## src/rtl/control_unit_if.sv

```systemverilog
// Instruction-fetch and datapath-control bundle between control_unit (master)
// and the memory/datapath side (slave).
interface control_unit_if;
    logic        imem_req;
    logic [63:0] imem_addr;
    logic        imem_ack;
    logic [31:0] instr;
    logic        dp_enable;
    logic [4:0]  dp_a;
    logic [4:0]  dp_b;
    logic [4:0]  dp_w;
    logic [63:0] dp_din;
    logic        dp_load_store;
    logic        dp_op_ula;
    logic        dp_operation_type;
    logic        dp_ula_entry;

    modport master (
        output imem_req, imem_addr,
        input  imem_ack, instr,
        output dp_enable, dp_a, dp_b, dp_w, dp_din,
        output dp_load_store, dp_op_ula, dp_operation_type, dp_ula_entry
    );

    modport slave (
        input  imem_req, imem_addr,
        output imem_ack, instr,
        input  dp_enable, dp_a, dp_b, dp_w, dp_din,
        input  dp_load_store, dp_op_ula, dp_operation_type, dp_ula_entry
    );
endinterface

```

## src/rtl/control_unit.sv

```systemverilog
// Multi-cycle RV64 subset sequencer: IDLE/FETCH/DECODE/EXEC/HALT for ld/sd/addi/add/sub.
// Optional macro CU_RETIRE_COUNT_EN adds a 32-bit retired-instruction counter output.
module control_unit (
    input  logic                  clk,
    input  logic                  reset,
    input  logic                  start,
    control_unit_if.master        bus,
    output logic                  busy,
    output logic                  halted,
    output logic                  illegal
`ifdef CU_RETIRE_COUNT_EN
    ,
    output logic [31:0]           retired
`endif
);
    localparam logic [2:0] S_IDLE   = 3'd0;
    localparam logic [2:0] S_FETCH  = 3'd1;
    localparam logic [2:0] S_DECODE = 3'd2;
    localparam logic [2:0] S_EXEC   = 3'd3;
    localparam logic [2:0] S_HALT   = 3'd4;

    localparam logic [31:0] EBREAK = 32'h0010_0073;

    logic [2:0]  r_state;
    logic [63:0] r_pc;
    logic [31:0] r_ir;
    logic        r_illegal;

    logic [6:0]  w_opcode;
    logic [2:0]  w_funct3;
    logic [6:0]  w_funct7;
    logic        w_is_ld, w_is_sd, w_is_addi, w_is_add, w_is_sub;
    logic        w_legal;

    assign w_opcode  = r_ir[6:0];
    assign w_funct3  = r_ir[14:12];
    assign w_funct7  = r_ir[31:25];
    assign w_is_ld   = (w_opcode == 7'b0000011) && (w_funct3 == 3'b011);
    assign w_is_sd   = (w_opcode == 7'b0100011) && (w_funct3 == 3'b011);
    assign w_is_addi = (w_opcode == 7'b0010011) && (w_funct3 == 3'b000);
    assign w_is_add  = (w_opcode == 7'b0110011) && (w_funct3 == 3'b000) && (w_funct7 == 7'b0000000);
    assign w_is_sub  = (w_opcode == 7'b0110011) && (w_funct3 == 3'b000) && (w_funct7 == 7'b0100000);
    assign w_legal   = w_is_ld | w_is_sd | w_is_addi | w_is_add | w_is_sub;

    // Datapath fields come purely from IR, so they hold steady through EXEC.
    always_comb begin
        bus.dp_a              = 5'd0;
        bus.dp_b              = 5'd0;
        bus.dp_w              = 5'd0;
        bus.dp_din            = 64'd0;
        bus.dp_load_store     = 1'b0;
        bus.dp_op_ula         = 1'b0;
        bus.dp_operation_type = 1'b0;
        bus.dp_ula_entry      = 1'b0;
        if (w_is_ld || w_is_addi) begin
            bus.dp_w              = r_ir[11:7];
            bus.dp_b              = r_ir[19:15];
            bus.dp_din            = {{52{r_ir[31]}}, r_ir[31:20]};
            bus.dp_load_store     = 1'b1;
            bus.dp_op_ula         = 1'b1;
            bus.dp_operation_type = w_is_addi;
        end else if (w_is_sd) begin
            bus.dp_a              = r_ir[24:20];
            bus.dp_b              = r_ir[19:15];
            bus.dp_din            = {{52{r_ir[31]}}, r_ir[31:25], r_ir[11:7]};
            bus.dp_op_ula         = 1'b1;
        end else if (w_is_add || w_is_sub) begin
            bus.dp_w              = r_ir[11:7];
            bus.dp_b              = r_ir[19:15];
            bus.dp_a              = r_ir[24:20];
            bus.dp_load_store     = 1'b1;
            bus.dp_operation_type = 1'b1;
            bus.dp_ula_entry      = 1'b1;
            bus.dp_op_ula         = w_is_add;
        end
    end

    always_ff @(posedge clk) begin
        if (reset) begin
            r_state   <= S_IDLE;
            r_pc      <= 64'd0;
            r_ir      <= 32'd0;
            r_illegal <= 1'b0;
        end else begin
            case (r_state)
                S_IDLE: begin
                    if (start) r_state <= S_FETCH;
                end
                S_FETCH: begin
                    if (bus.imem_ack) begin
                        r_ir    <= bus.instr;
                        r_state <= S_DECODE;
                    end
                end
                S_DECODE: begin
                    if (w_legal) begin
                        r_state <= S_EXEC;
                    end else begin
                        r_state   <= S_HALT;
                        r_illegal <= (r_ir != EBREAK);
                    end
                end
                S_EXEC: begin
                    r_pc    <= r_pc + 64'd4;
                    r_state <= S_FETCH;
                end
                S_HALT:  r_state <= S_HALT;
                default: r_state <= S_IDLE;
            endcase
        end
    end

`ifdef CU_RETIRE_COUNT_EN
    logic [31:0] r_retired;

    always_ff @(posedge clk) begin
        if (reset) begin
            r_retired <= 32'd0;
        end else if (r_state == S_EXEC) begin
            r_retired <= r_retired + 32'd1;
        end
    end

    assign retired = r_retired;
`endif

    assign bus.imem_req  = (r_state == S_FETCH);
    assign bus.imem_addr = r_pc;
    assign bus.dp_enable = (r_state == S_EXEC);
    assign busy          = (r_state != S_IDLE) && (r_state != S_HALT);
    assign halted        = (r_state == S_HALT);
    assign illegal       = r_illegal;
endmodule
```

## src/flat_wrapper.sv

```systemverilog
// flat-port wrapper written by rule: the top's interface ports become plain ports
module control_unit_flat 
  (clk, reset, start, busy, halted, illegal, bus_imem_req, bus_imem_addr, bus_imem_ack, bus_instr, bus_dp_enable, bus_dp_a, bus_dp_b, bus_dp_w, bus_dp_din, bus_dp_load_store, bus_dp_op_ula, bus_dp_operation_type, bus_dp_ula_entry);
  control_unit_if bus_i ();
  input  logic clk;
  input  logic reset;
  input  logic start;
  output logic busy;
  output logic halted;
  output logic illegal;
  output wire logic [$bits(bus_i.imem_req)-1:0] bus_imem_req;
  output wire logic [$bits(bus_i.imem_addr)-1:0] bus_imem_addr;
  input wire logic [$bits(bus_i.imem_ack)-1:0] bus_imem_ack;
  input wire logic [$bits(bus_i.instr)-1:0] bus_instr;
  output wire logic [$bits(bus_i.dp_enable)-1:0] bus_dp_enable;
  output wire logic [$bits(bus_i.dp_a)-1:0] bus_dp_a;
  output wire logic [$bits(bus_i.dp_b)-1:0] bus_dp_b;
  output wire logic [$bits(bus_i.dp_w)-1:0] bus_dp_w;
  output wire logic [$bits(bus_i.dp_din)-1:0] bus_dp_din;
  output wire logic [$bits(bus_i.dp_load_store)-1:0] bus_dp_load_store;
  output wire logic [$bits(bus_i.dp_op_ula)-1:0] bus_dp_op_ula;
  output wire logic [$bits(bus_i.dp_operation_type)-1:0] bus_dp_operation_type;
  output wire logic [$bits(bus_i.dp_ula_entry)-1:0] bus_dp_ula_entry;
  assign bus_imem_req = bus_i.imem_req;
  assign bus_imem_addr = bus_i.imem_addr;
  assign bus_i.imem_ack = bus_imem_ack;
  assign bus_i.instr = bus_instr;
  assign bus_dp_enable = bus_i.dp_enable;
  assign bus_dp_a = bus_i.dp_a;
  assign bus_dp_b = bus_i.dp_b;
  assign bus_dp_w = bus_i.dp_w;
  assign bus_dp_din = bus_i.dp_din;
  assign bus_dp_load_store = bus_i.dp_load_store;
  assign bus_dp_op_ula = bus_i.dp_op_ula;
  assign bus_dp_operation_type = bus_i.dp_operation_type;
  assign bus_dp_ula_entry = bus_i.dp_ula_entry;
  control_unit u_core (.clk(clk), .reset(reset), .start(start), .bus(bus_i), .busy(busy), .halted(halted), .illegal(illegal));
endmodule
```

## config.mk

```make
export PLATFORM = sky130hd
export DESIGN_NAME = control_unit_flat
export DESIGN_NICKNAME = d
export VERILOG_FILES = /design/src/rtl/control_unit_if.sv /design/src/rtl/control_unit.sv /design/src/flat_wrapper.sv
export SDC_FILE = /design/constraint.sdc
export NUM_CORES = 1
export LEC_CHECK = 0
export CAP_MARGIN = 20
export CORE_ASPECT_RATIO = 1.75
export CORE_MARGIN = 2
export CORE_UTILIZATION = 41
export CTS_BUF_LIST = sky130_fd_sc_hd__clkbuf_2
export DETAILED_ROUTE_END_ITERATION = 12
export PLACE_DENSITY = 0.83
export SYNTH_ARGS = -nofsm -noshare
export SYNTH_HDL_FRONTEND = slang
export SYNTH_SLANG_ARGS = --single-unit
```

## constraint.sdc

```tcl
create_clock -name clk -period 3.3 [get_ports clk]
set_input_delay 0.825 -clock clk [delete_from_list [all_inputs] [get_ports clk]]
set_output_delay 0.825 -clock clk [all_outputs]
set_load 0.02 [all_outputs]
```

==> flow_summary.json, run 1 <==
{
  "grt_overflow": 0,
  "core_area_sq_um": 11900,
  "rr_worst_depth": 5,
  "period_share": 0.977,
  "endpoint_kind": "output port",
  "critPathLaunchType": "register",
  "cts_buffers": 9,
  "row_count": 53,
  "setup_viol": 0,
  "grt_use_met1": 0.216,
  "clockBufferDepth": 2,
  "syn_inst": 619,
  "hpwl_microns": 9490,
  "powerDensity_nw_per_um2": 308,
  "synth.largest_area_cell": "dfxtp_1",
  "portBuffers": 185,
  "syn_area_sq_um": 4940,
  "yosys_warnings": 0,
  "netlist_top_cells_area": "dfxtp_1, buf_4, nand2_1",
  "start_util": 0.416,
  "hold_depth": 2,
  "grtUsageTotal": 0.202,
  "top_usage_layer": "met2",
  "worst-path-max-fanout": 6,
  "clkTransAtPathRegs_ns": 0.28,
  "drt_iter0_drc": 175,
  "ys.flop_type": "dfxtp_1",
  "clock_skew_ns": 0.0330,
  "areaGrowthSynthToFinish_pct": 32.8,
  "drt-total-wl_microns": 13600,
  "cts.sinks": 98,
  "async_reset_ff_frac": 0,
  "drc": 0,
  "synth_edf_count": 0,
  "yosysUniqueCellTypes": 44,
  "grt_pass1_wl_microns": 21000,
  "layout.nets": 793,
  "yosys.area.top_type_share": 0.397,
  "met2_usage": 0.365,
  "antenna_found_initial": 1,
  "cp.arrival_ns": 2.40,
  "p_leak_nw": 2.39,
  "peakVddDrop_uv": 211,
  "synth_area_per_cell_sq_um": 7.97,
  "postLayoutCoreUtil": 0.552,
  "slew_headroom": 0.490,
  "hp-class": "register to register",
  "io_pins": 188,
  "r2r_setup_slack_ns": 0.46,
  "required_ns": 2.47,
  "vias_per_cell": 5.34,
  "die_x_microns": 86.9,
  "worst_pin_slew_ns": 0.765,
  "ys_seq_elements": 98,
  "setup_tns_ns": 0,
  "grt_pass1_vias": 4372,
  "drtPass1Iterations": 4,
  "grt_use_met3": 0.0465,
  "finalHoldViolCount": 0,
  "post-route-min-period_ns": 3.22,
  "path_class": "register to output port",
  "place_congestion": 0.860,
  "clockRootBuffer": "clkbuf_2",
  "insertion_delay_ns": 0.59,
  "routedWlPerCell_microns": 15.1,
  "die_y_microns": 149,
  "dieArea_sq_um": 13000,
  "cts_tree": "done",
  "yosysSeqAreaShare": 0.397,
  "report.final.slew_viol_count": 0,
  "max_freq_mhz": 310,
  "maxCapViolations": 0,
  "h-tree-depth": 3,
  "grt_max_degree": 54,
  "drive_above_1_share": 0.196,
  "synth_most_common_cell": "dfxtp_1",
  "rsz0062_at_grt": "true",
  "status": "finished, final reports clean",
  "num_vias": 4799,
  "netlist_top_cells_count": "dfxtp_1, nand2_1, a21oi_1",
  "ant_nets": 0
}
[final timing paths]
kind / to / startpoint
setup / recovery: bus_dp_b[2] / u_core.r_ir[2]
setup reg to reg: u_core.bus.imem_addr[56] / u_core.bus.imem_addr[11]
hold reg to reg: u_core.illegal / u_core.illegal
hold / removal: u_core.illegal / u_core.illegal
[registers in the layout, summed over array words and instances (netlist names)]
| name | count |
|---|---|
| u_core.bus.imem_addr | 62 |
| u_core.r_ir | 32 |
| u_core.r_state | 3 |
| u_core.illegal | 1 |
[critical path, stage by stage (launching register included)]
cell and delay [ns]:
dfxtp_2 0.38, nand3b_1 0.18, or4_4 0.50, a311oi_4 0.32, buf_4 0.18, and2_1 0.14, buf_6 0.11
[power breakdown]
part / switching, mW / internal [mW] / leakage (nW)
Sequential: 0.0182 / 1.21 / 0.794
Clock: 0.443 / 0.193 / 0.0807
Combinational: 0.0789 / 0.0758 / 1.51
[timing repair]
action                                  4_1_cts  5_1_grt
setup buffers                                10        1
hold buffers                                  0        0
endpoints found under the hold margin         0        0
cloned                                        0        1
pin swaps                                     2        2
endpoints found under the setup margin       83       81
resized for setup                           319       59
[layout by cell type, fill, tap and decap left out, drive strengths merged, types with 4 or more instances in the layout]
cell type,count
clkdlybuf4s50,101
dfxtp,98
buf,98
nand2,93
a21oi,61
nor2,43
and2,26
xnor2,23
o21ai,20
or3,20
clkbuf,18
nand3,15
nor4,15
nand4,15
inv,14
nor3,12
xor2,11
or4,11
o31ai,8
and4,7
and3,6
a22o,5
or2,5
a211oi,4
nand3b,4
nor2b,4
[metrics by stage]
step	std cells	hold slack (ns)	setup WS [ns]	power [mW]	area, sq um
final	899	0.480	0.0761	2.02	6560
after global routing	899	0.511	-0.0767	2.10	6560
after CTS	896	0.482	0.00204	2.04	6480
after detailed placement	871	0.452	0.159	1.39	6560
after global placement	871	0.442	0.178	1.39	6560
after floorplan	620	0.431	0.262	1.32	4940
[layer usage]
metal | vias to the layer above | part of all wire
met5 | - | 0
met4 | 0 | 0.032
met3 | 30 | 0.070
met2 | 176 | 0.51
met1 | 2234 | 0.38
li1 | 2359 | -
[area by class of cell]
type | instances | area, sq um
fillers | 1126 | 5320
repair buffers | 210 | 1780
well taps | 137 | 171
inverters | 10 | 37.5
multi-input cells | 427 | 2470
clock inverters | 7 | 83.8
clock buffers | 9 | 45.0
flip-flops and latches | 98 | 1970
diodes | 1 | 2.50
[kinds of logic after synthesis]
| kind of cell | Yosys count | share of synthesized area |
|---|---|---|
| AO/OA/AOI/OAI | 101 | 0.116 |
| XOR/XNOR | 34 | 0.0603 |
| adder cells (fa/ha/maj) | 1 | 0.00253 |
| buffers and inverters | 95 | 0.115 |
| flip-flops | 98 | 0.397 |
| multiplexers | 1 | 0.00203 |
| other | 1 | 0.000760 |
| AND/OR/NAND/NOR | 288 | 0.306 |
Note: power is estimated with default switching activity, not from simulation.
==> inputs of run 2 (changes only) <==
Settings changed: ABC_CLOCK_PERIOD_IN_PS set to 3300, CTS_BUF_LIST sky130_fd_sc_hd__clkbuf_2 to sky130_fd_sc_hd__clkbuf_8, CTS_CLUSTER_SIZE set to 28.
==> run 2 against run 1 <==
- die area unchanged
- worst setup slack better by 0.059 ns
- wire length down 4.3%
- global-route usage down 0.60 points
- critical endpoint is now bus_dp_ula_entry
==> flow_summary.json, run 2 (synthesized netlist as in run 1, its figures left out) <==
{
  "num_vias": 4739,
  "post-route-min-period_ns": 3.16,
  "finalHoldViolCount": 0,
  "place_area_sq_um": 6560,
  "diodes": 0,
  "wl_met1_microns": 5100,
  "core_area_sq_um": 11900,
  "drive_above_1_share": 0.0773,
  "path_class": "register to output port",
  "cts_setup_buffers": 0,
  "drtPass1Iterations": 5,
  "internal-power_mw": 1.64,
  "worst-path-max-fanout": 5,
  "hp-class": "register to register",
  "drc": 0,
  "period_share": 0.959,
  "cp_slowest_stage_delay_ns": 0.62,
  "final_cell_mix": "clkdlybuf4s50_1, dfxtp_1, nand2_1, a21oi_1, dlygate4sd2_1",
  "num-fill-cells": 1111,
  "stdcell_count": 887,
  "place_congestion": 0.860,
  "power_frac_clock": 0.377,
  "drt-total-wl_microns": 13000,
  "postLayoutCoreUtil": 0.561,
  "rsz0062_at_grt": "true",
  "slew_headroom": 0.492,
  "cts_buffers": 9,
  "layout.nets": 782,
  "hpwl_microns": 9490,
  "clock_skew_ns": 0.0159,
  "die_y_microns": 149,
  "grt_overflow": 0,
  "drt_iter0_drc": 150,
  "antenna_found_initial": 0,
  "setup_viol": 0,
  "path_cells": "or3b_2 > or2_2 > nor2_1 > clkdlybuf4s50_1",
  "clkTransAtPathRegs_ns": 0.10,
  "io_pins": 188,
  "areaGrowthSynthToFinish_pct": 35.0,
  "wl_met3_microns": 828,
  "switching_power_uw": 555,
  "critPathLaunchType": "register",
  "routedWlPerCell_microns": 14.6,
  "die_x_microns": 86.9,
  "dp_cells": 871,
  "maxCapViolations": 0,
  "cp.arrival_ns": 2.34,
  "pre_cts_slack_ns": 0.159,
  "status": "finished, final reports clean",
  "endpoint_kind": "output port",
  "power.share.combinational": 0.067,
  "grt_pass1_vias": 4322,
  "h-tree-depth": 3,
  "required_ns": 2.47,
  "switching_share": 0.253,
  "cts_tree": "done",
  "ant_nets": 0,
  "powerDensity_nw_per_um2": 329,
  "grt_max_degree": 54,
  "wl_met2_microns": 6630,
  "p_leak_nw": 2.57,
  "row_count": 53,
  "dieArea_sq_um": 13000,
  "cts.sinks": 98,
  "start_util": 0.416,
  "grt_pass1_wl_microns": 20500,
  "largest_reg_flops": 62,
  "insertion_delay_ns": 0.37,
  "final_common_cell": "clkdlybuf4s50_1",
  "fin_hold_ws_ns": 0.466,
  "worst_pin_slew_ns": 0.762,
  "grtUsageTotal": 0.196,
  "portBuffers": 185,
  "finish.instance_area_sq_um": 6660,
  "worst_path_max_delay_cell": "clkdlybuf4s50_1",
  "report.final.slew_viol_count": 0,
  "clockRootBuffer": "clkbuf_8",
  "vias_per_cell": 5.34,
  "seqPwrFrac": 0.556,
  "routed.top_layer": "met4",
  "peakVddDrop_uv": 229,
  "clockBufferDepth": 2,
  "max_freq_mhz": 316,
  "setup_ws_ns": 0.135
}
run 2: cell count changes in the layout (fill, tap and decap cells not counted), sizes merged:
cell	before	now
buf	98	15
clkdlybuf4s15	0	4
dlygate4sd2	2	60
clkbuf	18	21
diode	1	0
dlymetal6s2s	0	5
clkdlybuf4s50	101	103
run 2: worst max-delay path: cells and delay by family, from the launching register on:
| family | cells | cell delay [ns] |
|---|---|---|
| buffers and inverters | 1 | 0.62 |
| flip-flops | 1 | 0.35 |
| AND/OR/NAND/NOR | 3 | 1.01 |
run 2: what timing repair did:
action	CTS	global route
setup endpoints to repair	81	68
resized for setup	79	33
hold buffers	0	0
run 2: per-layer routing:
layer	track usage	vias to the layer above
met4	0.0891	0
met1	0.213	2207
met2	0.355	164
met5	0	-
met3	0.0410	29
li1	-	2339
run 2: layout make-up:
type,instances,area [sq um],share of cell area
inverter,10,37.5,0.00563
sequential,98,1960,0.294
tap,137,171,0.0257
clock inverter,7,83.8,0.0126
clock buffer,9,124,0.0186
multi-input combinational,427,2430,0.365
timing repair buffer,199,1850,0.278
run 2: worst paths after layout:
check | start | to | slack, ns | cells after the start
setup reg to reg | u_core.bus.imem_addr[11] | u_core.bus.imem_addr[56] | 0.50 | 5
setup / recovery | u_core.r_ir[12] | bus_dp_ula_entry | 0.14 | 4
hold reg to reg | u_core.r_ir[1] | u_core.r_ir[1] | 0.47 | 2
hold / removal | u_core.r_ir[1] | u_core.r_ir[1] | 0.47 | 2
run 2: through the flow:
step	setup TNS [ns]	total power, mW
after floorplan	0	1.32
after global placement	0	1.39
after detailed placement	0	1.39
after CTS	-0.0302	2.21
after global routing	-1.41	2.27
final	0	2.19
run 2: power by group through the flow:
stage / combinational (mW) / clock [mW] / sequential [mW]
3_3_place_gp: 0.145 / 0 / 1.25
3_5_place_dp: 0.146 / 0 / 1.25
6_report: 0.147 / 0.828 / 1.22
2_1_floorplan: 0.0753 / 0 / 1.24
4_1_cts: 0.148 / 0.846 / 1.22
5_1_grt: 0.161 / 0.886 / 1.22
